**src/rtl/uart_pkg.sv**
```systemverilog
// uart_pkg
// Shared types and elaboration helpers for the UART transmit path.
//   uart_tx_state_e : transmit sequencer states
//   calc_phase_inc  : phase-accumulator increment for a given clock/baud pair
package uart_pkg;

    typedef enum logic [2:0] {
        IDLE,
        START,
        DATA,
        PARITY,
        STOP
    } uart_tx_state_e;

    // floor(baud * 2^width / sys_clk). The product is formed in 64 bits
    // so a 32-bit accumulator at high baud rates cannot overflow.
    function automatic longint calc_phase_inc(input longint sys_clk,
                                              input longint baud,
                                              input int     width);
        return (baud << width) / sys_clk;
    endfunction

endpackage

```
**src/rtl/uart_tx_sequencer_baud_tick_gen.sv**
```systemverilog
// baud_tick_gen
// Phase-accumulator baud timebase. While enabled the accumulator adds
// PHASE_INC every cycle; the carry out of the add is the bit tick. The
// accumulator wraps and keeps its residue, so the fractional clocks-per-bit
// ratio is honoured over a whole frame without drift.
// Ports:
//   clk    : system clock
//   reset  : synchronous reset, active-high (clears accumulator)
//   clear  : synchronous clear, used at the start of each frame
//   enable : accumulate this cycle
//   tick   : one-cycle pulse on accumulator carry-out
module baud_tick_gen #(
    parameter int                   ACC_WIDTH = 32,
    parameter logic [ACC_WIDTH-1:0] PHASE_INC = 1
) (
    input  logic clk,
    input  logic reset,
    input  logic clear,
    input  logic enable,
    output logic tick
);

    logic [ACC_WIDTH-1:0] acc_q;
    logic [ACC_WIDTH:0]   sum;

    assign sum  = {1'b0, acc_q} + {1'b0, PHASE_INC};
    assign tick = enable & sum[ACC_WIDTH];

    always_ff @(posedge clk) begin
        if (reset || clear) begin
            acc_q <= '0;
        end else if (enable) begin
            acc_q <= sum[ACC_WIDTH-1:0];
        end
    end

endmodule

```
**src/rtl/uart_tx_sequencer.sv**
```systemverilog
// uart_tx_sequencer
// UART transmit controller: start bit, DATA_BITS data bits LSB-first,
// optional parity, STOP_BITS stop bits, paced by a phase-accumulator tick.
// Ports:
//   clk        : system clock
//   reset      : synchronous reset, active-high
//   tx_data    : word to send, captured on accept
//   tx_valid   : upstream has a word
//   tx_ready   : sequencer can accept (IDLE and not in reset)
//   tx         : serial line, idle-high, registered
//   busy       : frame in progress
//   frame_done : one-cycle pulse on the first IDLE cycle after the last stop bit
//
// state  | meaning
// -------+-----------------------------------------------
// IDLE   | line high, waiting for tx_valid
// START  | driving start bit (0)
// DATA   | driving shift_q[0], bit_cnt_q counts bits sent
// PARITY | driving the precomputed parity bit
// STOP   | line high, stop_cnt_q counts stop bits
module uart_tx_sequencer
    import uart_pkg::*;
#(
    parameter int SYS_CLK_FREQ = 125000000,
    parameter int BAUD_RATE    = 115200,
    parameter int ACC_WIDTH    = 32,
    parameter int DATA_BITS    = 8,
    parameter int PARITY_EN    = 0,
    parameter int PARITY_ODD   = 0,
    parameter int STOP_BITS    = 1
) (
    input  logic                 clk,
    input  logic                 reset,
    input  logic [DATA_BITS-1:0] tx_data,
    input  logic                 tx_valid,
    output logic                 tx_ready,
    output logic                 tx,
    output logic                 busy,
    output logic                 frame_done
);

    localparam longint               PHASE_INC_L = calc_phase_inc(SYS_CLK_FREQ, BAUD_RATE, ACC_WIDTH);
    localparam logic [ACC_WIDTH-1:0] PHASE_INC   = PHASE_INC_L[ACC_WIDTH-1:0];

    // A bit must span at least two clocks, otherwise the carry could be
    // asserted on consecutive cycles and bits would be skipped.
    if (PHASE_INC_L == 0 || PHASE_INC_L >= (longint'(1) << (ACC_WIDTH - 1))) begin : g_bad_rate
        $error("uart_tx_sequencer: baud rate gives fewer than 2 clocks per bit or zero increment");
    end
    if (DATA_BITS < 5 || DATA_BITS > 9) begin : g_bad_data_bits
        $error("uart_tx_sequencer: DATA_BITS must be 5..9");
    end
    if (STOP_BITS != 1 && STOP_BITS != 2) begin : g_bad_stop_bits
        $error("uart_tx_sequencer: STOP_BITS must be 1 or 2");
    end

    uart_tx_state_e       state_q, state_d;
    logic [DATA_BITS-1:0] shift_q, shift_d;
    logic [3:0]           bit_cnt_q, bit_cnt_d;
    logic                 stop_cnt_q, stop_cnt_d;
    logic                 parity_q, parity_d;
    logic                 tx_d;
    logic                 frame_done_d;
    logic                 accept;
    logic                 tick;
    logic                 last_stop;

    assign tx_ready  = (state_q == IDLE) && !reset;
    assign accept    = tx_valid && tx_ready;
    assign busy      = (state_q != IDLE);
    assign last_stop = (STOP_BITS == 1) || stop_cnt_q;

    baud_tick_gen #(
        .ACC_WIDTH (ACC_WIDTH),
        .PHASE_INC (PHASE_INC)
    ) u_baud_tick_gen (
        .clk    (clk),
        .reset  (reset),
        .clear  (accept),
        .enable (busy),
        .tick   (tick)
    );

    always_comb begin
        state_d      = state_q;
        shift_d      = shift_q;
        bit_cnt_d    = bit_cnt_q;
        stop_cnt_d   = stop_cnt_q;
        parity_d     = parity_q;
        frame_done_d = 1'b0;

        case (state_q)
            IDLE: begin
                if (accept) begin
                    state_d  = START;
                    shift_d  = tx_data;
                    parity_d = (^tx_data) ^ (PARITY_ODD != 0);
                end
            end
            START: begin
                if (tick) begin
                    state_d   = DATA;
                    bit_cnt_d = '0;
                end
            end
            DATA: begin
                if (tick) begin
                    shift_d   = shift_q >> 1;
                    bit_cnt_d = bit_cnt_q + 4'd1;
                    if (bit_cnt_q == 4'(DATA_BITS - 1)) begin
                        state_d    = (PARITY_EN != 0) ? PARITY : STOP;
                        stop_cnt_d = 1'b0;
                    end
                end
            end
            PARITY: begin
                if (tick) begin
                    state_d    = STOP;
                    stop_cnt_d = 1'b0;
                end
            end
            STOP: begin
                if (tick) begin
                    if (last_stop) begin
                        state_d      = IDLE;
                        frame_done_d = 1'b1;
                    end else begin
                        stop_cnt_d = 1'b1;
                    end
                end
            end
            default: state_d = IDLE;
        endcase

        // Line level follows the state being entered, so tx changes on the
        // same edge as the state register.
        case (state_d)
            START:   tx_d = 1'b0;
            DATA:    tx_d = shift_d[0];
            PARITY:  tx_d = parity_d;
            default: tx_d = 1'b1;
        endcase
    end

    always_ff @(posedge clk) begin
        if (reset) begin
            state_q    <= IDLE;
            shift_q    <= '0;
            bit_cnt_q  <= '0;
            stop_cnt_q <= 1'b0;
            parity_q   <= 1'b0;
            tx         <= 1'b1;
            frame_done <= 1'b0;
        end else begin
            state_q    <= state_d;
            shift_q    <= shift_d;
            bit_cnt_q  <= bit_cnt_d;
            stop_cnt_q <= stop_cnt_d;
            parity_q   <= parity_d;
            tx         <= tx_d;
            frame_done <= frame_done_d;
        end
    end

endmodule

```
**config.mk**
```make
export PLATFORM = sky130hd
export DESIGN_NAME = uart_tx_sequencer
export DESIGN_NICKNAME = d
export VERILOG_FILES = /design/src/rtl/uart_pkg.sv /design/src/rtl/uart_tx_sequencer_baud_tick_gen.sv /design/src/rtl/uart_tx_sequencer.sv
export SDC_FILE = /design/constraint.sdc
export NUM_CORES = 1
export LEC_CHECK = 0
export CORE_UTILIZATION = 58
export DETAILED_ROUTE_END_ITERATION = 10
export PLACE_DENSITY = 0.78
export SYNTH_ARGS = -nofsm -noshare
export SYNTH_HDL_FRONTEND = slang
export SYNTH_SLANG_ARGS = --single-unit
```
**constraint.sdc**
```tcl
create_clock -name clk -period 2.9 [get_ports clk]
set_clock_uncertainty 0.15 [all_clocks]
set_input_delay 0.29 -clock clk [delete_from_list [all_inputs] [get_ports clk]]
set_output_delay 0.29 -clock clk [all_outputs]
set_load 0.02 [all_outputs]
```
# Word level (Yosys, flattened, before mapping)
# Cells that the tools add are included.
[totals]
reg_bits = 50
input_bits = 11
elab_cells = 52
out_inout_bits = 4
[op_classes]
n_eq_ne = 11
reduce_logical = 12
bitwise = 2
addsub = 2
n_mux = 17
[ops]
columns = ["op", "n"]
rows = [
  ["adder 32 x 22 -> 33 bit (second input constant)", 1],
  ["2-to-1 mux 3 bit", 6],
  ["2-to-1 mux 8 bit", 2],
  ["case mux 8 bit (2 select lines)", 1],
  ["case mux 3 bit (5 select lines)", 1],
  ["equality test 3 x 2 -> 1 bit (second input constant)", 4],
  ["2-to-1 mux 4 bit", 2],
  ["case mux 4 bit (2 select lines)", 1],
  ["parity 8 bit", 1],
  ["equality test 3 x 1 -> 1 bit (second input constant)", 2],
  ["AND reduction 3 bit", 2],
  ["adder 4 x 1 -> 4 bit (second input constant)", 1],
  ["equality test 4 x 3 -> 1 bit (second input constant)", 1],
  ["inequality test 2 bit (second input constant)", 2],
  ["nonzero test 2 bit", 2],
  ["equality test 3 bit (second input constant)", 1],
  ["logical NOT 3 bit", 1],
  ["2-to-1 mux 1 bit", 3],
  ["case mux 1 bit (3 select lines)", 1],
  ["nonzero test 3 bit", 1],
  ["logical AND 1 bit", 2],
  ["inequality test 2 x 1 -> 1 bit (second input constant)", 1],
  ["OR reduction 2 bit", 1],
  ["AND 1 bit", 1],
  ["3 further kinds", 3],
]

# Longest topological paths before layout
[depth]
ltp_word = 7
ltp_mapped = 9
ltp_nobuf = 7

# Modules after synthesis
# Synthesis repeated with hierarchy kept, for this count alone.
[unflattened]
cells_unflattened = 289
area_unflattened_um2 = 2468.6
[modules_own_cells]
columns = ["mod", "seq_area_each_um2", "cells_each", "area_each_um2", "instances"]
rows = [
  ["baud_tick_gen", 640.6, 191, 1586.5, 1],
  ["uart_tx_sequencer", 360.3, 98, 882.1, 1],
]

# Least setup slack after synthesis
# OpenSTA, ideal clock, no wires.
[synth_timing]
path_kind = "register -> register"
startpoint = "register state_q[0]"
endpoint = "register tx"
path_stages_with_launch = 10
synth_period_minus_slack_ns = 2.239
arrival_time_ns = 2.014
t_required_ns = 2.675
path_buffers = 2
path_slack_ns = 0.661
setup_time_ns = 0.075
cell_sequence = "dfxtp_1 -> buf_2 -> nor3_2 -> inv_1 -> nor2_1 -> and2_1 -> buf_2 -> nor2_1 -> nand3b_1 -> a22oi_2"
[synth_via]
elab_chain_cells = 7
word_cells_on_any_way = 25
cone_classes = "7 x eq/ne; 13 x mux; 1 x bitwise; 4 x reduce/logical"
[synth_lines]
columns = ["item", "line", "rtl"]
rows = [
  ["start: declaration", "uart_tx_sequencer.sv:57", "uart_tx_state_e state_q, state_d;"],
  ["start signal: assignment", "uart_tx_sequencer.sv:155", "state_q <= state_d;"],
  ["logical NOT 3 bit (*)", "uart_tx_sequencer.sv:68", "assign tx_ready = (state_q == IDLE) && !reset;"],
  ["logical AND 1 bit (*)", "uart_tx_sequencer.sv:68", ""],
  ["named net tx_ready", "uart_tx_sequencer.sv:36", "output logic tx_ready,"],
  ["logical AND 1 bit (*)", "uart_tx_sequencer.sv:69", "assign accept = tx_valid && tx_ready;"],
  ["2-to-1 mux 3 bit", "uart_tx_sequencer.sv:94", "if (accept) begin"],
  ["case mux 3 bit (5 select lines)", "uart_tx_sequencer.sv:92", "case (state_q)"],
  ["equality test 3 x 2 -> 1 bit or equality test 3 x 1 -> 1 bit (tied branches)", "uart_tx_sequencer.sv:137", "case (state_d)"],
  ["case mux 1 bit (3 select lines) (*)", "uart_tx_sequencer.sv:137", ""],
  ["end signal: assignment", "uart_tx_sequencer.sv:160", "tx <= tx_d;"],
  ["end: declaration", "uart_tx_sequencer.sv:37", "output logic tx,"],
]
# The timed path passes the listed nets; every way through them passes the cells marked *. The select of a mux whose other input is x is not followed.
# A chain may end at the register's enable or synchronous reset.

# Worst setup path after layout
[layout_timing]
startpoint = "register state_q[0]"
endpoint = "output port tx_ready"
[layout_via]
elab_chain_cells = 2
[layout_lines]
columns = ["item", "line"]
rows = [
  ["logical NOT 3 bit", "uart_tx_sequencer.sv:68"],
  ["logical AND 1 bit", "uart_tx_sequencer.sv:68"],
  ["end: declaration", "uart_tx_sequencer.sv:36"],
]
# No other way between the ends.

==> impl_metrics.py <==
metrics = {
    "routing": {
        "routedWlPerCell_um": 14.3,
        "initialDrtViolationCount": 182,
        "vias": 2108,
        "drc_errors": 0,
        "finalWirelength_mm": 5.11,
        "firstDrtPassIters": 4,
        "routed_via_density": 5.90,
        "drtAntennaViolNets": 0,
    },
    "logic_synthesis": {
        "syn_nets": 306,
        "synthFlopType": "dfxtp_1",
        "syn-cell-area_sq_um": 2470,
        "synth.most_common_cell": "dfxtp_1",
        "synth_common_cells": "dfxtp_1, nand2_1, nor2_1",
        "ys_seq_area_frac": 0.405,
        "ys_seq_elements": 50,
        "avgSynthCellArea_sq_um": 8.44,
        "ys_types": 53,
        "yosys.area.top_type": "dfxtp_1",
        "synth_area_leaders": "dfxtp_1, nand2_1, xor2_1",
        "synth-edff-count": 0,
        "synthCells": 293,
        "synthArstFlopShare": 0,
        "synth_top_area_frac": 0.405,
        "yosys_warnings": 0,
    },
    "place": {
        "gp_congestion": 0.800,
        "place_inst": 351,
        "place_area_sq_um": 2670,
        "dp_hpwl_mm": 3.64,
        "io_buffers": 14,
    },
    "power_and_ir_drop": {
        "p_leak_nw": 0.991,
        "peakVddDrop_v": 0.000333,
        "power_mw": 1.42,
        "power_density_nw_per_um2": 517,
    },
    "clock_network": {
        "h-tree-depth": 2,
        "clock-root-buffer": "clkbuf_8",
        "post_cts_buffers": 0,
        "ctsHoldBuffers": 0,
        "clock_sink_count": 50,
        "clock_latency_ns": 0.30,
        "cts_buffers": 5,
        "clk_pin_slew_ns": 0.08,
        "cts_tree": "built",
        "clockBufferDepth": 2,
        "ctsResizeCount": 0,
    },
    "sta": {
        "fin_crit_sh": 0.861,
        "rsz0062_at_grt": "no",
        "hold_slack_ns": 0.313,
        "drv_slew": 0,
        "max_freq_mhz": 401,
        "setup_viol": 0,
        "setup_tns_ns": 0,
        "fin_crit_ns": 2.50,
        "maxSlewHeadroom": 0.615,
        "worstMarginPinSlew_ns": 0.577,
        "hold_viol": 0,
    },
    "cells_and_area": {
        "syn_to_final_growth_pct": 11.2,
        "layout.nets": 321,
        "layout-drive-gt1-share": 0.0749,
        "final_cell_area_sq_um": 2750,
        "num_antenna_cells": 0,
        "final-instance-count-excl-fill": 357,
    },
    "die": {
        "die_area_sq_um": 4530,
        "io_pins": 15,
        "row_count": 23,
        "die_h_um": 67.3,
        "core_area_sq_um": 4060,
        "die_x_um": 67.3,
        "start_util": 0.609,
    },
    "setup_path": {
        "crit_required_ns": 2.46,
        "critPathKind": "flip-flop to primary output",
        "start_kind": "flip-flop",
        "end_kind": "primary output",
        "path_max_fanout": 9,
        "cp.arrival_ns": 2.06,
    },
    "grt": {
        "grt-ovfl-total": 0,
        "grt_max_degree": 18,
        "grt.total_usage": 0.248,
        "grt_pass1_wl_mm": 8.50,
        "grt_pass1_vias": 1866,
        "antenna_found_initial": 0,
    },
    "run_status": {
        "outcome": "complete, no violations",
    },
    "min_path": {
        "hold_class": "flip-flop to flip-flop",
    },
    "job": {
        "drv_cap": 0,
    },
}
## per-layer routing
| metal | vias up | wire length (um) | share of wire | track usage |
|---|---|---|---|---|
| met1 | 982 | 2510 | 0.49 | 0.340 |
| li1 | 1078 | - | - | - |
| met5 | - | 0 | 0 | 0 |
| met2 | 40 | 2350 | 0.46 | 0.383 |
| met3 | 8 | 188 | 0.037 | 0.0557 |
| met4 | 0 | 54 | 0.011 | 0.0771 |
## final cells by class
cell class / count / area [sq um]
sequential: 50 / 1000
fill: 347 / 1310
clock buffer: 6 / 82.6
multi-input combinational: 228 / 1400
tap: 50 / 62.6
timing repair buffer: 21 / 193
inverter: 2 / 7.51
## cells in the final DEF (no fill, tap or decap), types with 3 or more instances in the layout
| cell | netlist | final |
|---|---|---|
| and2_1 | 3 | 3 |
| nor3_1 | 3 | 3 |
| xor2_1 | 17 | 17 |
| clkdlybuf4s50_1 | 0 | 14 |
| o211ai_1 | 5 | 5 |
| or3_1 | 5 | 5 |
| nand2b_1 | 3 | 3 |
| or4_1 | 6 | 6 |
| buf_4 | 0 | 7 |
| nor2_1 | 37 | 37 |
| nand4_1 | 8 | 8 |
| nand2_1 | 40 | 40 |
| and3_1 | 5 | 5 |
| dfxtp_1 | 50 | 50 |
| a21oi_1 | 15 | 15 |
| a311oi_1 | 3 | 3 |
| clkbuf_8 | 0 | 6 |
| xnor2_1 | 15 | 15 |
| o21ai_0 | 8 | 8 |
| a31oi_1 | 7 | 7 |
| nand3_1 | 10 | 10 |
## path summary, 6_finish.rpt
check                                        startpoint                                     end  slack [ns]  depth (start not counted)
setup / recovery                  state_q[0]$_SDFF_PP0_                                tx_ready        0.40                          4
hold reg to reg                 shift_q[2]$_SDFFE_PP0P_                 shift_q[2]$_SDFFE_PP0P_        0.31                          2
hold / removal                  shift_q[2]$_SDFFE_PP0P_                 shift_q[2]$_SDFFE_PP0P_        0.31                          2
setup reg to reg  u_baud_tick_gen.acc_q[5]$_SDFFE_PP0N_  u_baud_tick_gen.acc_q[29]$_SDFFE_PP0N_        0.53                          6
## state kept, by name, summed over array words and instances (netlist names)
register and cells:
frame_done 1, state_q 3, u_baud_tick_gen.acc_q 32, tx 1, shift_q 8, bit_cnt_q 4
parity_q 1
## where the power goes
part	internal, mW	leakage, nW	switching, mW	total, mW
combinational	0.118	0.542	0.154	0.271
clock	0.184	0.0431	0.214	0.398
sequential	0.717	0.406	0.0346	0.751
total	1.02	0.991	0.402	1.42
## cells by family (layout without fill, tap and decap cells)
family,Yosys count,count (layout),synth area share
AOI/OAI and AO/OA,60,60,0.172
xor gates and xnor gates,32,32,0.113
adders and majority gates,2,2,0.0101
buffers and inverters,15,29,0.0273
DFF,50,50,0.405
and+or+nand+nor,134,134,0.272
## through the flow
step                      worst slack (ns)   util
after CTS                            0.415  0.678
after global routing                 0.283  0.678
after floorplan                      0.661      -
after global placement               0.568  0.657
after detailed placement             0.561  0.657
final                                0.404  0.678
## worst max-delay path, stage by stage (launching register included)
cell and delay (ns):
dfxtp_1 0.43, nor3_2 0.32, inv_1 0.17, nor2_1 0.20, clkdlybuf4s50_1 0.64
No activity file was read; power rests on OpenSTA's default activity.
